===== src/rtl/path_player_pkg.sv =====
// Shared definitions for path_player: move encoding, FSM states and datapath widths.
package path_player_pkg;

  localparam int unsigned COORD_W = 5;
  localparam int unsigned STEP_W  = 8;

  typedef logic [1:0] move_t;

  // Screen-style axes: "up" decrements y, "down" increments it.
  localparam move_t MV_UP    = 2'b00;
  localparam move_t MV_RIGHT = 2'b01;
  localparam move_t MV_LEFT  = 2'b10;
  localparam move_t MV_DOWN  = 2'b11;

  typedef enum logic [1:0] {
    IDLE,
    FETCH,
    PRESENT,
    DONE
  } state_t;

endpackage


===== src/rtl/path_coord.sv =====
// Coordinate tracker for path_player: applies accepted moves to (x,y) and flags
// any move that would leave the 0..31 grid (sticky until clr or rst).
module path_coord
  import path_player_pkg::*;
(
  input  logic               clk,
  input  logic               rst,
  input  logic               clr,
  input  logic               step,
  input  logic [1:0]         mv,
  output logic [COORD_W-1:0] x_pos,
  output logic [COORD_W-1:0] y_pos,
  output logic               bound_err
);

  logic [COORD_W-1:0] x_nxt;
  logic [COORD_W-1:0] y_nxt;
  logic               oob;

  always_comb begin
    x_nxt = x_pos;
    y_nxt = y_pos;
    oob   = 1'b0;
    unique case (mv)
      MV_UP: begin
        if (y_pos == '0) oob = 1'b1;
        else             y_nxt = y_pos - COORD_W'(1);
      end
      MV_RIGHT: begin
        if (x_pos == '1) oob = 1'b1;
        else             x_nxt = x_pos + COORD_W'(1);
      end
      MV_LEFT: begin
        if (x_pos == '0) oob = 1'b1;
        else             x_nxt = x_pos - COORD_W'(1);
      end
      MV_DOWN: begin
        if (y_pos == '1) oob = 1'b1;
        else             y_nxt = y_pos + COORD_W'(1);
      end
      default: oob = 1'b0;
    endcase
  end

  always_ff @(posedge clk or posedge rst) begin
    if (rst) begin
      x_pos     <= '0;
      y_pos     <= '0;
      bound_err <= 1'b0;
    end else if (clr) begin
      x_pos     <= '0;
      y_pos     <= '0;
      bound_err <= 1'b0;
    end else if (step) begin
      x_pos <= x_nxt;
      y_pos <= y_nxt;
      if (oob) bound_err <= 1'b1;
    end
  end

endmodule


===== src/rtl/path_player.sv =====
// Plays back the answer stack as a valid/ready move stream, counting accepted moves.
// Define PATH_PLAYER_COORD_EN to build in the coordinate tracker and bound_err.
module path_player
  import path_player_pkg::*;
(
  input  logic               clk,
  input  logic               rst,
  input  logic               start,
  input  logic [1:0]         stk_data,
  input  logic               stk_empty,
  output logic               stk_pop,
  output logic [1:0]         mv_out,
  output logic               mv_valid,
  input  logic               mv_ready,
  output logic [STEP_W-1:0]  step_cnt,
  output logic               busy,
  output logic               done,
  output logic [COORD_W-1:0] x_pos,
  output logic [COORD_W-1:0] y_pos,
  output logic               bound_err
);

  state_t state;
  state_t state_nxt;
  logic   hs;
  logic   clr;

  always_ff @(posedge clk or posedge rst) begin
    if (rst) state <= IDLE;
    else     state <= state_nxt;
  end

  always_comb begin
    state_nxt = state;
    stk_pop   = 1'b0;
    mv_valid  = 1'b0;
    done      = 1'b0;
    busy      = (state != IDLE);
    clr       = 1'b0;
    hs        = 1'b0;
    unique case (state)
      IDLE: begin
        if (start) begin
          clr       = 1'b1;
          state_nxt = stk_empty ? DONE : FETCH;
        end
      end
      FETCH: begin
        // Stack drained underneath us: finish rather than pop an empty stack.
        if (stk_empty) begin
          state_nxt = DONE;
        end else begin
          stk_pop   = 1'b1;
          state_nxt = PRESENT;
        end
      end
      PRESENT: begin
        mv_valid = 1'b1;
        if (mv_ready) begin
          hs        = 1'b1;
          state_nxt = stk_empty ? DONE : FETCH;
        end
      end
      DONE: begin
        done      = 1'b1;
        state_nxt = IDLE;
      end
      default: state_nxt = IDLE;
    endcase
  end

  always_ff @(posedge clk or posedge rst) begin
    if (rst)          mv_out <= '0;
    else if (stk_pop) mv_out <= stk_data;
  end

  always_ff @(posedge clk or posedge rst) begin
    if (rst)                         step_cnt <= '0;
    else if (clr)                    step_cnt <= '0;
    else if (hs && step_cnt != '1)   step_cnt <= step_cnt + STEP_W'(1);
  end

`ifdef PATH_PLAYER_COORD_EN
  path_coord u_coord (
    .clk       (clk),
    .rst       (rst),
    .clr       (clr),
    .step      (hs),
    .mv        (mv_out),
    .x_pos     (x_pos),
    .y_pos     (y_pos),
    .bound_err (bound_err)
  );
`else
  assign x_pos     = '0;
  assign y_pos     = '0;
  assign bound_err = 1'b0;
`endif

endmodule


===== config.mk =====
export PLATFORM = sky130hd
export DESIGN_NAME = path_player
export DESIGN_NICKNAME = d
export VERILOG_FILES = /design/src/rtl/path_player_pkg.sv /design/src/rtl/path_coord.sv /design/src/rtl/path_player.sv
export SDC_FILE = /design/constraint.sdc
export NUM_CORES = 1
export LEC_CHECK = 0
export BUFFER_PORTS_ARGS = -buffer_cell sky130_fd_sc_hd__buf_2
export CORE_MARGIN = 2
export CORE_UTILIZATION = 47
export CTS_CLUSTER_SIZE = 24
export DETAILED_ROUTE_END_ITERATION = 7
export PLACE_DENSITY = 0.75
export SLEW_MARGIN = 20
export SYNTH_ARGS = -nofsm -noshare
export SYNTH_HDL_FRONTEND = slang
export SYNTH_SLANG_ARGS = --single-unit

===== constraint.sdc =====
create_clock -name clk -period 2.1 [get_ports clk]
set_clock_uncertainty 0.2 [all_clocks]
set_input_delay 0.21 -clock clk [delete_from_list [all_inputs] [get_ports clk]]
set_output_delay 0.21 -clock clk [all_outputs]
set_load 0.01 [all_outputs]

==> results of run 1 <==
-- cell usage after synthesis (all sizes together) (2+ instances only) --
| cell type | n |
|---|---|
| buf | 14 |
| a21oi | 2 |
| inv | 3 |
| a31oi | 3 |
| nor3 | 2 |
| mux2i | 2 |
| a211oi | 4 |
| nor2 | 3 |
| nand2b | 3 |
| dfrtp | 12 |
| nand4 | 2 |
| nor3b | 2 |
| and2 | 3 |
| mux2 | 4 |
| nor2b | 2 |
| and3 | 2 |
| and3b | 2 |
-- final timing paths --
path | cells past startpoint | to | startpoint | slack [ps]
max | 4 | step_cnt[3] | step_cnt[0] | 150
min | 3 | state[0] | stk_empty | 30
max reg2reg | 4 | step_cnt[3] | step_cnt[0] | 150
min reg2reg | 1 | mv_out[0] | mv_out[0] | 310
max in group asynchronous | 3 | step_cnt[7] | rst | 1080
min in group asynchronous | 3 | step_cnt[4] | rst | 310
-- flip-flops by register name (all words and copies together), names as in the netlist --
name and flops:
state 2, mv_out 2, step_cnt 8
-- cells in the final DEF (no fill, tap or decap), types with 2 or more instances in the layout --
cell	n
dlygate4sd3_1	3
a31oi_1	3
nand4_1	2
clkbuf_4	3
mux2i_1	2
conb_1	11
nor3_1	2
nor2b_1	2
mux2_2	3
nor2_1	3
nand2b_1	3
and3b_1	2
a211oi_1	4
a21oi_1	2
inv_1	3
dfrtp_1	12
and2_1	2
buf_2	20
-- final cells by class --
| cell class | count | area [um^2] | share of cell area [%] |
|---|---|---|---|
| clock buffer | 4 | 36.28 | 3.846 |
| inverter | 3 | 11.26 | 1.194 |
| multi-input combinational | 62 | 436.7 | 46.29 |
| sequential | 12 | 300.3 | 31.83 |
| tap | 17 | 21.27 | 2.255 |
| timing repair buffer | 24 | 137.6 | 14.59 |
-- cells by family (layout without fill, tap and decap cells) --
family | after synthesis | count (layout)
buffers and inverters | 17 | 31
AND/OR/NAND/NOR | 28 | 28
flip-flops | 12 | 12
multiplexers | 6 | 6
AO/OA/AOI/OAI | 16 | 16
other | 1 | 11
adder cells (fa/ha/maj) | 1 | 1
-- worst max-delay path, cell delays in order (launching register included) --
cell,delay (ps)
dfrtp_1,450
ha_1,280
and4_1,270
a211oi_1,280
mux2_2,360
-- stage by stage --
step                      instance area [um^2]  cells  power [mW]
after floorplan                          864.6     91      0.7368
after global placement                   877.1    115      0.8073
after detailed placement                 877.1    115      0.8133
after CTS                                943.4    122       1.005
after global routing                     943.4    122       1.076
final                                    943.4    122      0.9971
-- power by group --
part | internal, mW | switching [mW]
logic | 0.217 | 0.192
clock network | 0.105 | 0.0759
registers | 0.298 | 0.109
-- per-layer routing --
layer	vias to the layer above	wire length (um)	GRT usage, %
li1	319	-	-
met3	4	97	2.381
met1	315	666	22.03
met4	0	19	8.000
met5	-	0	0
met2	29	782	27.50
==> metrics, run 1 <==
maxcap violations 0; mux cell area share after synthesis 8.321%; Vert. Die Dim 45.95 um; Synth area leaders dfrtp_1 (36%), buf_4 (10%), buf_6 (4.1%); Total Neg Setup Slack 0 ps; Boundary Pins 32; CP Capture Type flop; CP required 2060 ps; hold_ws 26.65 ps; Starting Density 48.96%; total gr overflow 0; status completed; Die Wd 45.95 um; total CTS buffers 3; Post-DP HPWL 1.138 mm; Slew Viols, Final 0; Routed Antenna Nets 0; Avg WL per Cell 12.84 um; Initial DRT Pass Iterations 4; Startpoint Class flop; P per Cell Area 1057 nW/um^2; main combinational cell family by area after synthesis simple AND/OR/NAND/NOR gates; GPL Wtd Cong 0.8257; #FFs+latches synth 12; synthesized area 827.0 um^2; fmax 512.8 MHz; endpoints failing hold 0; Critical Path Fanout Max 7; antenna cells 0; worst skew pair latency 270 ps; CP Data Arrival Time 1910 ps; Tot GR Track Use 16.97%; CTS max path bufs 2; drt via density 5.467; clk root buf clkbuf_4; cell taking the most area after synthesis dfrtp_1; vias 667; Initial DRC Count 13; Leakage Power 0.4926 nW; final setup fails 0; fin crit period 1950 ps; FP Rows 15; prevailing post-synth register cell dfrtp_1; CTS resizes 0; die area 2111 um^2; RSZ-0062 raised after global routing no; initial antenna violation count 0; post-synth top area share 36.31%; Simple-Gate Fraction of Synth Area 23.15%; critical path type flop to flop; setup ws final 149.9 ps; largest net degree at the start of global routing 13; Place WS 201.1 ps; CTS tree done; Sink Count 12; Port Buf Inserts 20; Mapped Cells 81; drt drc 0; post-CTS setup buffers 0; worst hold-check path type input port to flop; Fill cells 148; Hold-fix buffers, CTS 3; Post-synth ARST share 100.0%; sequential fraction of the synthesis area 36.31%; share of cells above drive strength 1 33.33%; Max VDD drop 0.4890 mV; Layout area overhead 14.07%; post-synthesis compound-gate area fraction 14.83%; Final nets 114; first-pass GRT wire length 2.546 mm; post-synthesis adder-cell area fraction 1.513%; syn_area_per_cell 10.21 um^2; EDFF count, synth 0; post-layout util 55.85%; Post-Synth XOR/XNOR Area 0%; period utilization 92.86%; synth warn 0; vias in the first global route 576; WL final 1.566 mm; Reg clk slew, reported paths 80 ps; core area 1689 um^2; htree depth 1; Synth cell types 38
Power figures use the tool's default switching activity.
==> run 2: changes to the inputs <==
- CORE_UTILIZATION: 47 -> 45
- CTS_BUF_LIST: not set -> sky130_fd_sc_hd__clkbuf_4 sky130_fd_sc_hd__clkbuf_8
- PLACE_DENSITY: 0.75 -> 0.76
- clock period: 2.1 -> 1.77 ns (I/O delays scaled with it)
==> run 2 against run 1 <==
Against the previous run: routed wire length is 14% higher; worst setup slack worse by 88 ps; first-iteration DRC count grew to 3.1 times the previous value; utilization is 2.3 points higher; via count is 6.7% higher; maximum frequency is 14% higher; clock power is 23% higher; final area is 6.5% higher; count of clock-buffer cells in the layout stayed put; die area is 4.0% higher; sequential power is 17% higher; critical path type unchanged; critical endpoint unchanged; largest power group unchanged.
==> metrics, run 2 (synthesis gave the netlist of run 1 again) <==
total gr overflow 0 (unchanged); overall power 1.263 mW (+27%); Fill cells 158 (+6.8%); final setup fails 0 (unchanged); P per Cell Area 1257 nW/um^2 (+19%); Initial DRT Pass Iterations 4 (unchanged); vias 712 (+6.7%); core area 1727 um^2 (+2.2%); footprint of the multi-input gates 449.2 um^2 (+2.9%); first-pass GRT wire length 2.780 mm (+9.2%); status completed; CP required 1740 ps (-320 ps); drt drc 0 (unchanged); period utilization 96.50% (+3.6 points); share of cells above drive strength 1 40.00% (+6.7 points); largest net degree at the start of global routing 13 (unchanged); CP Capture Type flop; CP Data Arrival Time 1670 ps (-240 ps); Port Buf Inserts 20 (unchanged); Post-DP HPWL 1.297 mm (+14%); Critical Path Fanout Max 4 (-3); most common cell after layout, fill and taps aside buf_2; Initial DRC Count 40 (+27); Max VDD drop 0.8087 mV (+65%); total CTS buffers 3 (unchanged); maxcap violations 0 (unchanged); antenna cells 0 (unchanged); Boundary Pins 32 (unchanged); die area 2197 um^2 (+4.0%); FF/Latch Area 301.5 um^2 (+0.42%); Avg WL per Cell 13.22 um (+3.0%); Slew Viols, Final 0 (unchanged); hold_ws 15.72 ps (-10.92 ps); Vert. Die Dim 46.87 um (+2.0%); Placed Area 933.4 um^2 (+6.4%); CTS max path bufs 2 (unchanged); worst skew pair latency 270 ps (about the same); drt via density 5.274 (-3.5%); endpoints failing hold 0 (unchanged); Startpoint Class flop; max reg flops 8 (unchanged); Reg clk slew, reported paths 80 ps (about the same); most frequent cells in the layout buf_2 (20), conb_1 (11), dfrtp_1 (11); Layout Cells excl Fill 135 (+11%); Place WS 34.89 ps (-166.2 ps); fin crit period 1708 ps (-242.0 ps); Tot GR Track Use 17.79% (+0.82 points); Total Neg Setup Slack 0 ps (unchanged); WL final 1.785 mm (+14%); setup ws final 61.90 ps (-87.99 ps); initial antenna violation count 0 (unchanged); Final nets 119 (+4.4%); Largest regs step_cnt x8, mv_out x2, state x2; Layout area overhead 21.48%; Die Wd 46.87 um (+2.0%); post-layout util 58.19% (+2.3 points); fmax 585.4 MHz (+14%); Finished Cell Area 1005 um^2 (+6.5%); Sink Count 12 (unchanged); R2R cell count 4 (unchanged); vias in the first global route 665 (+15%); Top reg by flops step_cnt; post-CTS setup buffers 0 (unchanged); Routed Antenna Nets 0 (unchanged); worst hold-check path type input port to flop; FP Rows 15 (unchanged); CTS tree done; clk root buf clkbuf_4; worst hold stages 3 (unchanged); Leakage Power 0.5205 nW (+5.7%); htree depth 1 (unchanged); Post-Place Cells 128 (+11%); GPL Wtd Cong 0.8578 (+3.9%); RSZ-0062 raised after global routing no; Starting Density 47.90% (-1.1 points); critical path type flop to flop
-- run 2: cell types whose count changed in the layout (fill, tap and decap cells not counted) --
cell	before	now
dfrtp_1	12	11
nor3b_2	0	1
and4_4	0	1
a211oi_2	0	1
dfrtp_2	0	1
buf_4	1	6
and4_1	1	0
nor3b_1	1	0
a211oi_1	4	3
-- run 2: report_power, final --
group	switching, mW	internal [mW]
Clock	0.0968	0.125
Sequential	0.120	0.355
Combinational	0.267	0.299
-- run 2: routing by layer --
metal  track usage, %  share of wire (%)
met1            21.67                 41
met2            30.96                 50
met3            3.462                6.9
met4            6.667                1.2
met5                0                  0
-- run 2: worst paths after layout --
kind / from / slack (ps) / endpoint
max reg2reg: step_cnt[0] / 60 / step_cnt[3]
max: step_cnt[0] / 60 / step_cnt[3]
min: stk_empty / 20 / state[0]
max in group asynchronous: rst / 780 / step_cnt[0]
min in group asynchronous: rst / 250 / step_cnt[3]
min reg2reg: mv_out[0] / 310 / mv_out[0]
-- run 2: layout make-up --
class | count | share of cell area, %
timing repair buffer | 29 | 17.43
sequential | 12 | 30.01
tap | 25 | 3.113
multi-input combinational | 62 | 44.71
inverter | 3 | 1.121
clock buffer | 4 | 3.611
-- run 2: critical path, stage by stage (launching register included) --
cell and delay (ps):
dfrtp_2 410, ha_1 220, and4_4 220, a211oi_2 190, mux2_2 350
-- run 2: what timing repair did --
| item | 4_1_cts | 5_1_grt |
|---|---|---|
| resized for setup | 0 | 1 |
| endpoints found under the setup margin | 0 | 2 |
| hold endpoints to repair | 14 | 0 |
| hold buffers | 3 | 0 |
==> run 3: changes to the inputs <==
- CORE_UTILIZATION: 45 -> 50
- GPL_TIMING_DRIVEN: not set -> 1
- PLACE_DENSITY: 0.76 -> 0.8
- clock period: 1.77 -> 1.7 ns (I/O delays scaled with it)
==> run 3 against run 2 <==
Against the previous run: cell count is 4.4% lower; final area is 3.0% higher; sequential cell count stayed put; count of clock-buffer cells in the layout stayed put; critical path depth stayed put; clock power is 5% lower; routed wire length is 1.9% lower; via count is 0.42% higher; power is 6.9% higher; largest cell class unchanged; highest routed layer unchanged.
==> metrics, run 3 (synthesis gave the netlist of run 1 again) <==
Reg2Reg Launch Point step_cnt[1]; Total Neg Setup Slack 0 ps (unchanged); delay-heaviest family, CP buffers and inverters; hold path start start; worst hold-check path type input port to flop; CP required 1330 ps (-410 ps); Routed Antenna Nets 0 (unchanged); Layout area overhead 25.11%; Boundary Pins 32 (unchanged); Layout Cells excl Fill 129 (-4.4%); CP Data Arrival Time 1260 ps (-410 ps); post-CTS setup buffers 0 (unchanged); status completed; first-pass GRT wire length 2.842 mm (+2.2%); Die Wd 44.67 um (-4.7%); R2R cell count 4 (unchanged); final setup fails 0 (unchanged); Top reg by flops step_cnt; vias in the first global route 655 (-1.5%); setup ws final 66.49 ps (+4.589 ps); max incr delay on CP 540 ps (+130 ps); drt via density 5.543 (+5.1%); FF/Latch Area 305.3 um^2 (+1.2%); WP buf/inv 3 (+3); Vert. Die Dim 44.67 um (-4.7%); worst hold stages 3 (unchanged); total gr overflow 0 (unchanged); Leakage Power 0.5322 nW (+2.2%); most frequent cells in the layout buf_2 (20), conb_1 (11), dfrtp_1 (8), buf_4 (8); CP dominant cell by count buf_2; Port Buf Inserts 20 (unchanged); Finished Cell Area 1035 um^2 (+3.0%); core area 1524 um^2 (-12%); Place WS 49.66 ps (+14.77 ps); Placed Area 950.9 um^2 (+1.9%); total CTS buffers 3 (unchanged); Max VDD drop 0.9473 mV (+17%); worst skew pair latency 290 ps (+20 ps); fin crit period 1634 ps; Initial DRT Pass Iterations 4 (unchanged); Startpoint Class input port; P per Cell Area 1304 nW/um^2 (+3.8%); Critical Path Fanout Max 4 (unchanged); Post-Place Cells 121 (-5.5%); CTS max path bufs 2 (unchanged); max reg flops 8 (unchanged); WL final 1.751 mm (-1.9%); Initial DRC Count 14 (-65%); Reg clk slew, reported paths 70 ps (about the same); overall power 1.349 mW (+6.9%); fmax 612.2 MHz; antenna cells 0 (unchanged); worst setup path start stk_empty; clk root buf clkbuf_4; die area 1995 um^2 (-9.2%); Starting Density 54.27% (+6.4 points); Tot GR Track Use 19.92% (+2.1 points); most common cell after layout, fill and taps aside buf_2; Fill cells 120 (-24%); Worst path slowest cell dlygate4sd3_1; initial antenna violation count 0 (unchanged); hold_ws 16.48 ps (+0.7554 ps); largest net degree at the start of global routing 13 (unchanged); Final nets 122 (+2.5%); GPL Wtd Cong 0.8933 (+4.1%); vias 715 (+0.42%); share of cells above drive strength 1 44.25% (+4.2 points); CP Cell Sequence dlygate4sd3_1 > buf_2 > nor3b_4 > buf_2; footprint of the multi-input gates 467.9 um^2 (+4.2%); period utilization 96.09%; maxcap violations 0 (unchanged); Sink Count 12 (unchanged); stages on the worst setup path 4 (unchanged); drt drc 0 (unchanged); Slew Viols, Final 0 (unchanged); endpoints failing hold 0 (unchanged); htree depth 1 (unchanged); Avg WL per Cell 13.57 um (+2.7%); post-layout util 67.90% (+9.7 points); CP Capture Type primary output; Post-DP HPWL 1.292 mm (-0.38%); FP Rows 14 (-1); critical path type input port to primary output; RSZ-0062 raised after global routing no; CTS tree done; Largest regs step_cnt x8, mv_out x2, state x2
run 3: path summary, 6_finish.rpt:
kind	end	slack, ps
worst max-delay path	stk_pop	70
worst min-delay path	state[0]	20
worst max register to register	step_cnt[1]	70
worst min register to register	mv_out[1]	300
max in group asynchronous	state[0]	720
min in group asynchronous	step_cnt[2]	220
run 3: worst reg2reg max path: cells and delay by family, from the launching register on:
family	cells	cell delay (ps)
AOI/OAI and AO/OA	1	230
adders and majority gates	1	160
DFF	1	430
muxes	1	300
and+or+nand+nor	1	200
run 3: per-layer routing:
layer / track usage (%) / routed length [um] / up-vias
li1: - / - / 335
met5: 0 / 0 / -
met1: 26.15 / 764 / 340
met2: 33.33 / 840 / 35
met3: 2.449 / 118 / 5
met4: 7.273 / 27 / 0
run 3: area by class of cell:
type / instances / share of cell area, %
Multi-Input combinational cell: 62 / 45.22
Clock buffer: 4 / 2.902
Tap cell: 16 / 1.935
Sequential cell: 12 / 29.50
Timing Repair Buffer: 32 / 19.35
Inverter: 3 / 1.088
run 3: what timing repair did:
| action | 4_1_cts | 5_1_grt |
|---|---|---|
| setup endpoints to repair | 1 | 3 |
| pin swaps | 0 | 1 |
| gates resized for setup | 1 | 3 |
| endpoints found under the hold margin | 15 | 0 |
| hold buffers | 4 | 0 |
run 3: power breakdown:
group	switching, mW	leakage (nW)	internal [mW]
Combinational	0.293	0.362	0.338
Clock	0.105	0.0184	0.107
Sequential	0.129	0.152	0.378
Total	0.527	0.532	0.822
